===== config.mk =====
export PLATFORM = sky130hd
export DESIGN_NAME = uart_fifo_ctrl
export DESIGN_NICKNAME = d
export VERILOG_FILES = /design/src/rtl/uart_fifo_ctrl.sv
export SDC_FILE = /design/constraint.sdc
export NUM_CORES = 1
export LEC_CHECK = 0
export ABC_CLOCK_PERIOD_IN_PS = 6600
export CORE_MARGIN = 4
export CORE_UTILIZATION = 37
export CTS_CLUSTER_SIZE = 20
export DETAILED_ROUTE_END_ITERATION = 7
export DONT_BUFFER_PORTS = 1
export PLACE_DENSITY_LB_ADDON = 0.08
export SETUP_SLACK_MARGIN = 0.4
export SLEW_MARGIN = 20
export SYNTH_ARGS = -nofsm -noshare
export SYNTH_HDL_FRONTEND = slang
export SYNTH_SLANG_ARGS = --single-unit

===== constraint.sdc =====
create_clock -name clk_clk -period 6.6 [get_ports clk_clk]
set_input_delay 1.65 -clock clk_clk [delete_from_list [all_inputs] [get_ports clk_clk]]
set_output_delay 1.65 -clock clk_clk [all_outputs]
set_load 0.005 [all_outputs]

===== src/rtl/uart_fifo_ctrl.sv =====
// Memory-mapped UART with TX/RX FIFOs, programmable baud divisor, optional parity
// and maskable level interrupt, on a 16-bit zero-wait-state peripheral bus.
module uart_fifo_ctrl #(
  parameter int unsigned DATA_BITS       = 8,
  parameter int unsigned FIFO_DEPTH      = 16,
  parameter int unsigned DEFAULT_DIVISOR = 434,
  parameter int unsigned PARITY          = 0
) (
  input  logic        clk_clk,
  input  logic        reset_reset_n,
  input  logic        uart_rxd,
  output logic        uart_txd,
  input  logic [2:0]  wire_address,
  input  logic        wire_chipselect,
  input  logic        wire_read_n,
  input  logic        wire_write_n,
  input  logic [15:0] wire_writedata,
  output logic [15:0] wire_readdata,
  output logic        int_irq
);

  localparam int unsigned AW        = $clog2(FIFO_DEPTH);
  localparam logic [3:0]  LastBit   = 4'(DATA_BITS - 1);
  localparam bit          HasParity = (PARITY != 0);
  localparam logic [15:0] DefDiv    = 16'(DEFAULT_DIVISOR);

  typedef enum logic [2:0] {StIdle, StStart, StData, StParity, StStop} state_e;

  function automatic logic par_bit(input logic [DATA_BITS-1:0] d);
    return (PARITY == 2) ? ~(^d) : ^d;
  endfunction

  logic bus_rd, bus_wr;
  assign bus_rd = wire_chipselect & ~wire_read_n;
  assign bus_wr = wire_chipselect & ~wire_write_n;

  // TX FIFO
  logic [DATA_BITS-1:0] tx_mem [FIFO_DEPTH];
  logic [AW:0]          tx_wptr_q, tx_rptr_q;
  logic                 tx_empty, tx_full, tx_push, tx_pop, tx_ovf_set;
  logic [DATA_BITS-1:0] tx_head;

  assign tx_empty   = (tx_wptr_q == tx_rptr_q);
  assign tx_full    = (tx_wptr_q[AW] != tx_rptr_q[AW]) &&
                      (tx_wptr_q[AW-1:0] == tx_rptr_q[AW-1:0]);
  assign tx_push    = bus_wr && (wire_address == 3'd1) && !tx_full;
  assign tx_ovf_set = bus_wr && (wire_address == 3'd1) && tx_full;
  assign tx_head    = tx_mem[tx_rptr_q[AW-1:0]];

  always_ff @(posedge clk_clk) begin
    if (tx_push) tx_mem[tx_wptr_q[AW-1:0]] <= wire_writedata[DATA_BITS-1:0];
  end

  always_ff @(posedge clk_clk or negedge reset_reset_n) begin
    if (!reset_reset_n) begin
      tx_wptr_q <= '0;
      tx_rptr_q <= '0;
    end else begin
      if (tx_push) tx_wptr_q <= tx_wptr_q + 1'b1;
      if (tx_pop)  tx_rptr_q <= tx_rptr_q + 1'b1;
    end
  end

  // RX FIFO
  logic [DATA_BITS-1:0] rx_mem [FIFO_DEPTH];
  logic [AW:0]          rx_wptr_q, rx_rptr_q;
  logic                 rx_empty, rx_full, rx_push, rx_pop;
  logic [DATA_BITS-1:0] rx_head, rx_shift_q;
  logic [7:0]           rx_count;

  assign rx_empty = (rx_wptr_q == rx_rptr_q);
  assign rx_full  = (rx_wptr_q[AW] != rx_rptr_q[AW]) &&
                    (rx_wptr_q[AW-1:0] == rx_rptr_q[AW-1:0]);
  assign rx_pop   = bus_rd && (wire_address == 3'd0) && !rx_empty;
  assign rx_head  = rx_mem[rx_rptr_q[AW-1:0]];
  assign rx_count = 8'(rx_wptr_q - rx_rptr_q);

  always_ff @(posedge clk_clk) begin
    if (rx_push) rx_mem[rx_wptr_q[AW-1:0]] <= rx_shift_q;
  end

  always_ff @(posedge clk_clk or negedge reset_reset_n) begin
    if (!reset_reset_n) begin
      rx_wptr_q <= '0;
      rx_rptr_q <= '0;
    end else begin
      if (rx_push) rx_wptr_q <= rx_wptr_q + 1'b1;
      if (rx_pop)  rx_rptr_q <= rx_rptr_q + 1'b1;
    end
  end

  // TX shifter
  state_e               tx_state_q;
  logic [15:0]          tx_cnt_q, tx_div_q;
  logic [DATA_BITS-1:0] tx_shift_q;
  logic [3:0]           tx_bit_q;
  logic                 tx_par_q, txd_q, tx_bit_end, tx_idle;

  assign tx_bit_end = (tx_cnt_q == tx_div_q - 16'd1);
  assign tx_idle    = tx_empty && (tx_state_q == StIdle);
  // Popping at the end of STOP chains frames with no idle bit in between.
  assign tx_pop     = !tx_empty && ((tx_state_q == StIdle) ||
                                    ((tx_state_q == StStop) && tx_bit_end));

  logic [15:0] div_q;

  always_ff @(posedge clk_clk or negedge reset_reset_n) begin
    if (!reset_reset_n) begin
      tx_state_q <= StIdle;
      tx_cnt_q   <= '0;
      tx_div_q   <= DefDiv;
      tx_shift_q <= '0;
      tx_bit_q   <= '0;
      tx_par_q   <= 1'b0;
      txd_q      <= 1'b1;
    end else if (tx_pop) begin
      tx_state_q <= StStart;
      tx_cnt_q   <= '0;
      tx_div_q   <= div_q;
      tx_shift_q <= tx_head;
      tx_par_q   <= par_bit(tx_head);
      tx_bit_q   <= '0;
      txd_q      <= 1'b0;
    end else if (tx_state_q != StIdle) begin
      if (!tx_bit_end) begin
        tx_cnt_q <= tx_cnt_q + 16'd1;
      end else begin
        tx_cnt_q <= '0;
        case (tx_state_q)
          StStart: begin
            tx_state_q <= StData;
            txd_q      <= tx_shift_q[0];
            tx_shift_q <= tx_shift_q >> 1;
          end
          StData: begin
            if (tx_bit_q == LastBit) begin
              tx_state_q <= HasParity ? StParity : StStop;
              txd_q      <= HasParity ? tx_par_q : 1'b1;
            end else begin
              tx_bit_q   <= tx_bit_q + 4'd1;
              txd_q      <= tx_shift_q[0];
              tx_shift_q <= tx_shift_q >> 1;
            end
          end
          StParity: begin
            tx_state_q <= StStop;
            txd_q      <= 1'b1;
          end
          default: begin
            tx_state_q <= StIdle;
            txd_q      <= 1'b1;
          end
        endcase
      end
    end
  end

  // RX receiver
  state_e      rx_state_q;
  logic [15:0] rx_cnt_q, rx_div_q;
  logic [3:0]  rx_bit_q;
  logic        rx_meta_q, rx_sync_q, rx_prev_q, rx_par_q;
  logic        rx_bit_end, rx_half_end, rx_stop_done;
  logic        rx_ferr_set, rx_ovr_set, rx_perr_set;

  assign rx_bit_end   = (rx_cnt_q == rx_div_q - 16'd1);
  assign rx_half_end  = (rx_cnt_q == (rx_div_q >> 1) - 16'd1);
  assign rx_stop_done = (rx_state_q == StStop) && rx_bit_end;
  assign rx_push      = rx_stop_done && rx_sync_q && !rx_full;
  assign rx_ferr_set  = rx_stop_done && !rx_sync_q;
  assign rx_ovr_set   = rx_stop_done && rx_sync_q && rx_full;
  assign rx_perr_set  = HasParity && rx_stop_done && rx_sync_q &&
                        (rx_par_q != par_bit(rx_shift_q));

  always_ff @(posedge clk_clk or negedge reset_reset_n) begin
    if (!reset_reset_n) begin
      rx_meta_q  <= 1'b1;
      rx_sync_q  <= 1'b1;
      rx_prev_q  <= 1'b1;
      rx_state_q <= StIdle;
      rx_cnt_q   <= '0;
      rx_div_q   <= DefDiv;
      rx_bit_q   <= '0;
      rx_shift_q <= '0;
      rx_par_q   <= 1'b0;
    end else begin
      rx_meta_q <= uart_rxd;
      rx_sync_q <= rx_meta_q;
      rx_prev_q <= rx_sync_q;
      case (rx_state_q)
        StIdle: begin
          if (rx_prev_q && !rx_sync_q) begin
            rx_state_q <= StStart;
            rx_cnt_q   <= '0;
            rx_div_q   <= div_q;
          end
        end
        StStart: begin
          if (!rx_half_end) begin
            rx_cnt_q <= rx_cnt_q + 16'd1;
          end else begin
            rx_cnt_q   <= '0;
            rx_bit_q   <= '0;
            rx_state_q <= rx_sync_q ? StIdle : StData;
          end
        end
        default: begin
          if (!rx_bit_end) begin
            rx_cnt_q <= rx_cnt_q + 16'd1;
          end else begin
            rx_cnt_q <= '0;
            case (rx_state_q)
              StData: begin
                rx_shift_q <= {rx_sync_q, rx_shift_q[DATA_BITS-1:1]};
                if (rx_bit_q == LastBit) rx_state_q <= HasParity ? StParity : StStop;
                else                     rx_bit_q   <= rx_bit_q + 4'd1;
              end
              StParity: begin
                rx_par_q   <= rx_sync_q;
                rx_state_q <= StStop;
              end
              default: rx_state_q <= StIdle;
            endcase
          end
        end
      endcase
    end
  end

  // Control/status registers and interrupt
  logic [2:0] ctrl_q;
  logic       ovr_q, ferr_q, perr_q, txovf_q, irq_q, w1c;

  assign w1c = bus_wr && (wire_address == 3'd2);

  always_ff @(posedge clk_clk or negedge reset_reset_n) begin
    if (!reset_reset_n) begin
      ctrl_q  <= '0;
      div_q   <= DefDiv;
      ovr_q   <= 1'b0;
      ferr_q  <= 1'b0;
      perr_q  <= 1'b0;
      txovf_q <= 1'b0;
      irq_q   <= 1'b0;
    end else begin
      if (bus_wr && (wire_address == 3'd3)) ctrl_q <= wire_writedata[2:0];
      if (bus_wr && (wire_address == 3'd4)) begin
        div_q <= (wire_writedata < 16'd4) ? 16'd4 : wire_writedata;
      end
      // A new event in the same cycle as its clear wins.
      ovr_q   <= rx_ovr_set  | (ovr_q   & ~(w1c & wire_writedata[3]));
      ferr_q  <= rx_ferr_set | (ferr_q  & ~(w1c & wire_writedata[4]));
      perr_q  <= rx_perr_set | (perr_q  & ~(w1c & wire_writedata[5]));
      txovf_q <= tx_ovf_set  | (txovf_q & ~(w1c & wire_writedata[6]));
      irq_q   <= (ctrl_q[0] & ~rx_empty) | (ctrl_q[1] & tx_idle) |
                 (ctrl_q[2] & (ovr_q | ferr_q | perr_q | txovf_q));
    end
  end

  always_comb begin
    wire_readdata = '0;
    case (wire_address)
      3'd0:    if (!rx_empty) wire_readdata = 16'(rx_head);
      3'd2:    wire_readdata = {rx_count, 1'b0, txovf_q, perr_q, ferr_q, ovr_q,
                                tx_full, tx_idle, !rx_empty};
      3'd3:    wire_readdata = {13'd0, ctrl_q};
      3'd4:    wire_readdata = div_q;
      default: wire_readdata = '0;
    endcase
  end

  assign uart_txd = txd_q;
  assign int_irq  = irq_q;

endmodule


# Word level (Yosys, flattened, before mapping)
# Memories as Yosys holds them, arrays and structs flattened.
# Cells that the tools add are included.
[op_classes]
mux = 46
n_bitwise = 30
add_sub_neg = 12
n_reduce_logical = 45
magnitude_cmp = 1
eq_ne = 30
[op_table]
columns = ["op", "count"]
rows = [
  ["two-way mux 16 bit", 7],
  ["case mux 16 bit (4 select lines)", 1],
  ["== test 16 bit", 3],
  ["two-way mux 8 bit", 5],
  ["two-way mux 4 bit", 9],
  ["adder 16 x 1 -> 16 bit, second input constant", 2],
  ["case mux 16 bit (2 select lines)", 1],
  ["subtractor 16 x 1 -> 16 bit, second input constant", 2],
  ["two-way mux 3 bit", 8],
  ["adder 5 x 1 -> 5 bit, second input constant", 4],
  ["logical AND 1 bit", 19],
  ["== test 3 x 2 -> 1 bit, second input constant", 6],
  ["< comparator 16 x 3 -> 1 bit, second input constant", 1],
  ["case mux 8 bit (2 select lines)", 1],
  ["subtractor 15 x 1 -> 16 bit, second input constant", 1],
  ["AND 1 bit", 13],
  ["case mux 3 bit (2 select lines)", 2],
  ["AND reduction 4 bit", 3],
  ["== test 5 bit", 2],
  ["nonzero test 2 bit", 5],
  ["== test 3 x 1 -> 1 bit, second input constant", 3],
  ["== test 3 bit, second input constant", 3],
  ["zero test 3 bit", 3],
  ["NOT 1 bit", 9],
  ["other kinds (22)", 51],
]
[totals]
elab_cells = 191
output_inout_bits = 18
regBits = 142
memories = 2
in_bits = 25
ram_bits = 256
[memory_table]
columns = ["memory", "depth", "width", "read_ports", "rd_clocked_by_memory_dff", "write_ports", "line_no", "text"]
rows = [
  ["rx_mem", 16, 8, 1, 0, 1, "65", "logic [DATA_BITS-1:0] rx_mem [FIFO_DEPTH];"],
  ["tx_mem", 16, 8, 1, 0, 1, "38", "logic [DATA_BITS-1:0] tx_mem [FIFO_DEPTH];"],
]

# Logic depth before layout (Yosys ltp)
# Gate-level depths: netlist of the first run.
[depth]
depth_word = 7
depth_mapped = 11
depth_no_buf = 9

# Least setup slack after synthesis of the first run
# No wires, ideal clock.
[synth_path]
kind = "input port to output port"
startpoint = "input wire_address[0]"
endpoint = "output wire_readdata[4]"
t_arrival_ns = 2.870
setup_slack_ns = 2.080
cell_stages = 5
required_ns = 4.950
path_buffers = 2
cell_sequence = "clkbuf_1 > nor3b_1 > clkbuf_1 > a22oi_1 > o21ai_0"
[synth_via]
elab_chain_cells = 2
word_cells_on_any_way = 5
classes_between = "3 x eq/ne; 1 x mux; 1 x reduce/logical"
[synth_lines]
columns = ["element", "line_no", "text"]
rows = [
  ["start, declared", "13", "input logic [2:0] wire_address,"],
  ["== test 3 bit (tied with other cells)", "262", "case (wire_address)"],
  ["case mux 16 bit (4 select lines) (*)", "262", ""],
  ["end, declared", "18", "output logic [15:0] wire_readdata,"],
]
# Every way passes the cells marked *; elsewhere a longest branch is shown, timed or not.

# Worst setup path after layout of the first run
[layout_path]
startpoint = "register rx_rptr_q[1]"
endpoint = "output wire_readdata[5]"
[layout_via]
elab_chain_cells = 3
word_cells_on_any_way = 4
classes_between = "1 x eq/ne; 2 x mux; 1 x memory"
[layout_lines]
columns = ["element", "line_no", "text"]
rows = [
  ["start, declared", "66", "logic [AW:0] rx_wptr_q, rx_rptr_q;"],
  ["start signal, assigned", "88", "if (rx_pop) rx_rptr_q <= rx_rptr_q + 1'b1;"],
  ["memory (16 x 8 bit) or == test 5 bit (tied branches)", "n/a", ""],
  ["two-way mux 8 bit (*)", "263", "3'd0: if (!rx_empty) wire_readdata = 16'(rx_head);"],
  ["case mux 16 bit (4 select lines) (*)", "262", ""],
]
# Marked as above.

==> metrics, run 1 <==
I/O Buffers 0; total power just under 7000 µW; Post-Syn Instances 1301; Post-synth EDFFs 256; hpwl dp roughly 32000 µm; Clock Skews 0.01456 ns; Sink Count around 400; DP Area around 0.019 mm²; setup bufs post-CTS 0; cts repair resizes 0; Slew headroom around 27%; CTS HTree Levels 2; Synth Area in Simple Gates between 10% and 20%; syn nets between 1000 and 1500; Synth area leaders edfxtp_1 (41%), dfrtp_1 (17%), mux4_2 (9.7%); Worst Tran Pin Value 1.089 ns; routability cong. roughly 0.80; post-synthesis cell type count 84; final design area excluding fillers roughly 0.021 mm²; Setup crit start kind register; wire per inst about 23 µm; Synth Flop Type edfxtp_1; initial antenna violation count 2; CTS Hold Buffers Added 0; top-count cell post-synth edfxtp_1; Max Buffers Root-to-Sink 3; Root Buffer clkbuf_16; via/cell ratio between 5 and 6; Crit Path Class register to output port; # IOs 43; Slowest-stage cell, CP or4_1; status finished clean; Final Core Density a little over two fifths; largest family of logic cells by synthesized area multiplexers; final critical-path required period 5.025 ns; crit path buf inv count 2; Synth top area share between 40 and 50%; sequential share of power between 40% and 50%; Max stage delay on crit path 0.64 ns; Sw Pwr 2016 µW; total global-route track usage between 10% and 20%; via count 10890; leak pwr roughly 0.0073 µW; Slew Viols, Final 0; core area 0.04925 mm²; Combinational Power Share 17.5%; xor-xnor portion of the synthesized cell area roughly 4.9%; Post-synth top cells edfxtp_1 (256), dfrtp_1 (123), mux4_2 (80); number of global-route vias before repair between 10000 and 15000; final hold slack 0.3546 ns; power density cells roughly 330 mW/mm²; antenna fix cells 0; grt total ovfl 0; clock latency on the worst-skew pair 0.59 ns; f_max about 0.20 GHz; setup_tns 0 ns; sw frac 29.37%; mux cell area share after synthesis between 10% and 20%; Seq cells post-synth between 300 and 400; Die Ht between 200 and 250 µm; Worst-path clk slew roughly 0.06 ns; RSZ-0062 raised after global routing no; fin nets roughly 1300; Worst EP arrival ~3.4 ns; post-route ant nets 0; die area ~0.054 mm²; MaxCap Viol Count 0; post-synthesis sequential area ratio roughly three fifths; CTS tree yes; Rows slightly above 80; Synthesis Warnings 0; maximum vdd drop around 0.00019 V; DRC 0; first-pass GRT wire length ~70000 µm; Post-Syn Area per Cell ~14 µm²; period utilization between 70% and 80%; worst-path fanout max 35; Synth Area in Adders 1.588%; Crit. End Element output port; critical path required time 4.95 ns; HP Class register to register; CTS buffer count 47; drt first pass iters 5; Syn Std Cell Area 0.01859 mm²; delay-heaviest family, CP simple AND/OR/NAND/NOR gates; fill cell count between 4000 and 5000; cell taking the most area after synthesis edfxtp_1; Internal approximately 4800 µW; layout cells sized above 1 21.91%; post-synthesis compound-gate area fraction about 6.5%; WL final 46460 µm; Fin. Hold Viols 0; CP cell instances buf_4 -> inv_1 -> ha_1 -> nand4_1 -> nor2_1 -> or4_1 -> o21ai_0; Final Setup Violations 0; ys async rst share between 30% and 40%; synthesis-to-finish area growth 12.38%; DRT iter0 DRCs around 740; Clock power frac 37.8%; Die Span X 232.2 µm; largest net degree at the start of global routing between 100 and 150; Initial Util 37.74%
[state kept, by name, summed over array words and instances, names as in the netlist, 3 cells and up]
signal / count
rx_mem: 128
tx_mem: 128
div_q: 16
rx_cnt_q: 16
rx_div_q: 16
tx_cnt_q: 16
tx_div_q: 16
rx_shift_q: 8
tx_shift_q: 8
rx_rptr_q: 5
rx_wptr_q: 5
tx_rptr_q: 5
tx_wptr_q: 5
rx_bit_q: 4
tx_bit_q: 4
ctrl_q: 3
rx_state_q: 3
tx_state_q: 3
[final cells by class]
cell class / instances / area [µm²] / area share (%)
inverters: 47 / 176.4 / 0.8445
clock buffers: 52 / 1205 / 5.768
well taps: 664 / 830.8 / 3.977
clock inverters: 36 / 340.3 / 1.629
flip-flops and latches: 398 / 11270 / 53.93
multi-input cells: 787 / 6944 / 33.24
repair buffers: 17 / 127.6 / 0.6109
[metrics by stage]
stage	instances	setup slack, ns
5_1_grt	2001	1.345
3_3_place_gp	1913	1.710
3_5_place_dp	1913	1.703
6_report	2001	1.575
4_1_cts	2001	1.523
2_1_floorplan	1301	2.080
[path summary, 6_finish.rpt]
check	slack (ns)	to	depth (start not counted)	from
max in group asynchronous	5.50	uart_txd	0	reset_reset_n
max	1.57	wire_readdata[5]	7	rx_rptr_q[1]
min reg2reg	0.35	rx_sync_q	0	rx_meta_q
max reg2reg	1.82	rx_mem[11][2]	9	rx_div_q[2]
min	0.35	rx_sync_q	0	rx_meta_q
min in group asynchronous	0.76	rx_cnt_q[12]	0	reset_reset_n
[power groups by stage]
stage	Sequential, µW	Combinational, µW	Clock, µW
3_3_place_gp	3120	1200	0
4_1_cts	3080	1210	2670
3_5_place_dp	3120	1200	0
5_1_grt	3110	1330	2770
2_1_floorplan	2910	1080	0
6_report	3070	1200	2590
[layer usage]
metal / part of all wire (%) / up-vias / GRT usage, %
li1: - / 4997 / -
met1: 49 / 5613 / 26.66
met2: 44 / 216 / 26.12
met3: 4.6 / 60 / 2.797
met4: 2.3 / 0 / 4.969
met5: 0 / - / 0
[logic make-up (layout without fill, tap and decap cells)]
kind of cell,count (synthesis),count (layout)
AOI/OAI and AO/OA,167,167
xor gates and xnor gates,103,103
adders and majority gates,23,23
buffers and inverters,116,152
DFF,398,398
muxes,148,148
and+or+nand+nor,346,346
[layout by cell type (no fill, tap or decap), drive strengths merged, types with 10 or more instances in the layout]
| master | Yosys | final |
|---|---|---|
| dfstp | 19 | 19 |
| clkinv | 0 | 24 |
| nand4 | 19 | 19 |
| nand2 | 79 | 79 |
| a22oi | 10 | 10 |
| ha | 22 | 22 |
| nor2 | 68 | 68 |
| mux2 | 63 | 63 |
| xnor2 | 62 | 62 |
| xor2 | 41 | 41 |
| inv | 47 | 51 |
| dfrtp | 123 | 123 |
| nand2b | 14 | 14 |
| a211oi | 31 | 31 |
| mux4 | 80 | 80 |
| nor4 | 18 | 18 |
| a21oi | 15 | 15 |
| o31ai | 10 | 10 |
| clkbuf | 46 | 52 |
| o21ai | 34 | 34 |
| and3 | 13 | 13 |
| buf | 23 | 17 |
| edfxtp | 256 | 256 |
| nor3 | 48 | 48 |
| nand3 | 23 | 23 |
No activity file was read; power rests on OpenSTA's default activity.
==> run 2, diff against run 1 <==
--- a/config.mk
+++ b/config.mk
@@ -5,7 +5,7 @@
 export SDC_FILE = /design/constraint.sdc
 export NUM_CORES = 1
 export LEC_CHECK = 0
-export ABC_CLOCK_PERIOD_IN_PS = 6600
+export ABC_CLOCK_PERIOD_IN_PS = 4200
 export CORE_MARGIN = 4
 export CORE_UTILIZATION = 37
 export CTS_CLUSTER_SIZE = 20
==> constraint.sdc (replaced) <==
create_clock -name clk_clk -period 4.2 [get_ports clk_clk]
set_input_delay 1.05 -clock clk_clk [delete_from_list [all_inputs] [get_ports clk_clk]]
set_output_delay 1.05 -clock clk_clk [all_outputs]
set_load 0.005 [all_outputs]
==> run 2 against run 1 <==
  * Utilization grew 1.3 points
  * Sequential share of layout area shrank 1.5 points
  * Worst setup slack lost 1.1 ns
  * Combinational power grew 93%
  * Worst hold slack lost 0.20 ns
  * Clock-buffer cell count grew 1
  * Clock power grew 51%
  * Routed wire length grew 1.8%
  * Via count grew 2.2%
  * Sequential cell count is the same
  * Critical endpoint is now wire_readdata[3]
  * Largest cell class unchanged
  * Largest power group unchanged
==> metrics, run 2 (synthesis results as in run 1) <==
status finished clean; most frequent cells in the layout edfxtp_1 (256), dfrtp_1 (119), mux4_2 (80), nand2_1 (79), buf_4 (74); period utilization 89.22%; RSZ-0062 raised after global routing yes; hpwl dp 31680 µm; Sink Count 398; Setup crit start kind register; DRT iter0 DRCs ~800; routability cong. just under 0.8; Crit Path Class register to output port; # IOs 43; I/O Buffers 0; Crit. End Element output port; Slew headroom just over 40%; number of global-route vias before repair about 11000; critical path required time around 3.2 ns; fin nets 1412; drt first pass iters 5; first-pass GRT wire length approximately 70000 µm; Die Span X 232.2 µm; Die Ht 232.2 µm; HP Class input port to asynchronous set/reset pin; WL final 47290 µm; DRC 0; CTS HTree Levels 2; via/cell ratio 5.396; Rows between 80 and 90; Worst-path clk slew approximately 0.060 ns; Worst EP arrival 2.70 ns; antenna fix cells 0; Initial Util a little under two fifths; final hold slack 0.1499 ns; Fin. Hold Viols 0; setup_tns 0 ns; post-route ant nets 0; die area ~0.054 mm²; synthesis-to-finish area growth 15.70%; final critical-path required period between 3 and 4 ns; Most Used Layer, Global Route met2; most common cell after layout, fill and taps aside edfxtp_1; Slew Viols, Final 0; total global-route track usage 17.58%; initial antenna violation count 1; CTS tree yes; Worst Tran Pin Value 0.8793 ns; MaxCap Viol Count 0; Max Buffers Root-to-Sink 3; Clock Skews roughly 0.033 ns; via count 11130; largest net degree at the start of global routing 143; wire per inst ~23 µm; Final Setup Violations 0; Root Buffer clkbuf_16; CTS Hold Buffers Added 0; layout cells sized above 1 between 20% and 30%; clock latency on the worst-skew pair 0.60 ns; power density cells 510.6 mW/mm²; f_max ~0.27 GHz; met2 Usage GRT a little over a quarter; maximum vdd drop approximately 0.00030 V; core area roughly 0.049 mm²; worst-path fanout max 6; leak pwr ~0.0076 µW; CTS buffer count 45; grt total ovfl 0; met3 GRT Util about 3.6%; Seq. cell area 0.01127 mm²; M1 GR Usage between 20% and 30%; multi-input combinational cell area between 0.007 and 0.008 mm²; fill cell count about 4500
[run 2: changes by cell type in the layout (fill, tap and decap cells not counted), moves of 3 or more]
cell	change
o21ai_4	+4
inv_1	-6
nor3_2	-7
o21ai_0	-8
inv_2	+5
buf_12	+3
nor3_1	+7
buf_6	+3
o21ai_2	+3
buf_4	+57
[run 2: critical path, stage by stage (launching register included)]
cell	delay, ns
dfrtp_2	0.40
buf_12	0.15
clkbuf_16	0.15
mux4_2	0.53
mux4_2	0.50
inv_1	0.12
o21ai_4	0.07
buf_4	0.15
[run 2: path summary, 6_finish.rpt]
kind | slack [ns] | cells past startpoint | end | start
max | 0.45 | 7 | wire_readdata[3] | rx_rptr_q[0]
min | 0.15 | 0 | rx_wptr_q[0] | reset_reset_n
max reg2reg | 0.68 | 10 | rx_mem[9][1] | rx_div_q[2]
min reg2reg | 0.36 | 0 | rx_sync_q | rx_meta_q
max in group asynchronous | 3.74 | 0 | uart_txd | reset_reset_n
min in group clk_clk | 0.36 | 0 | rx_sync_q | rx_meta_q
[run 2: layer usage]
metal,vias up,routed length [µm],share of wire (%)
met1,5738,22620,48
met5,-,0,0
met2,215,21370,45
li1,5118,-,-
met4,0,890,1.9
met3,56,2422,5.1
[run 2: metrics by stage]
stage / std cells / instance area (µm²) / util (%) / setup WS (ns) / power [µW]
floorplan: 1301 / 18590 / - / 0.4024 / 6273
global placement: 1964 / 19690 / 39.97 / 0.4591 / 6840
detailed placement: 1964 / 19690 / 39.97 / 0.4790 / 6846
CTS: 2047 / 21210 / 43.06 / 0.3119 / 10870
global route: 2062 / 21510 / 43.67 / 0.3651 / 11530
finish: 2062 / 21510 / 43.67 / 0.4526 / 10980
[run 2: layout make-up]
class / instances / area share (%)
Tap cell: 664 / 3.863
Multi-Input combinational cell: 788 / 32.55
Clock inverter: 28 / 1.338
Clock buffer: 53 / 5.515
Sequential cell: 398 / 52.40
Inverter: 47 / 0.8377
Timing Repair Buffer: 84 / 3.496
[run 2: report_power, final]
group | leakage, µW | total, µW | switching [µW] | internal, µW
Sequential | 0.00399 | 4760 | 392 | 4370
Clock | 0.000719 | 3900 | 1630 | 2270
Combinational | 0.00293 | 2320 | 1190 | 1130
[run 2: timing repair]
action | 4_1_cts | 5_1_grt
cloned | 1 | 4
setup buffers | 1 | 11
pin swaps | 0 | 4
setup endpoints to repair | 9 | 114
gates resized for setup | 12 | 30
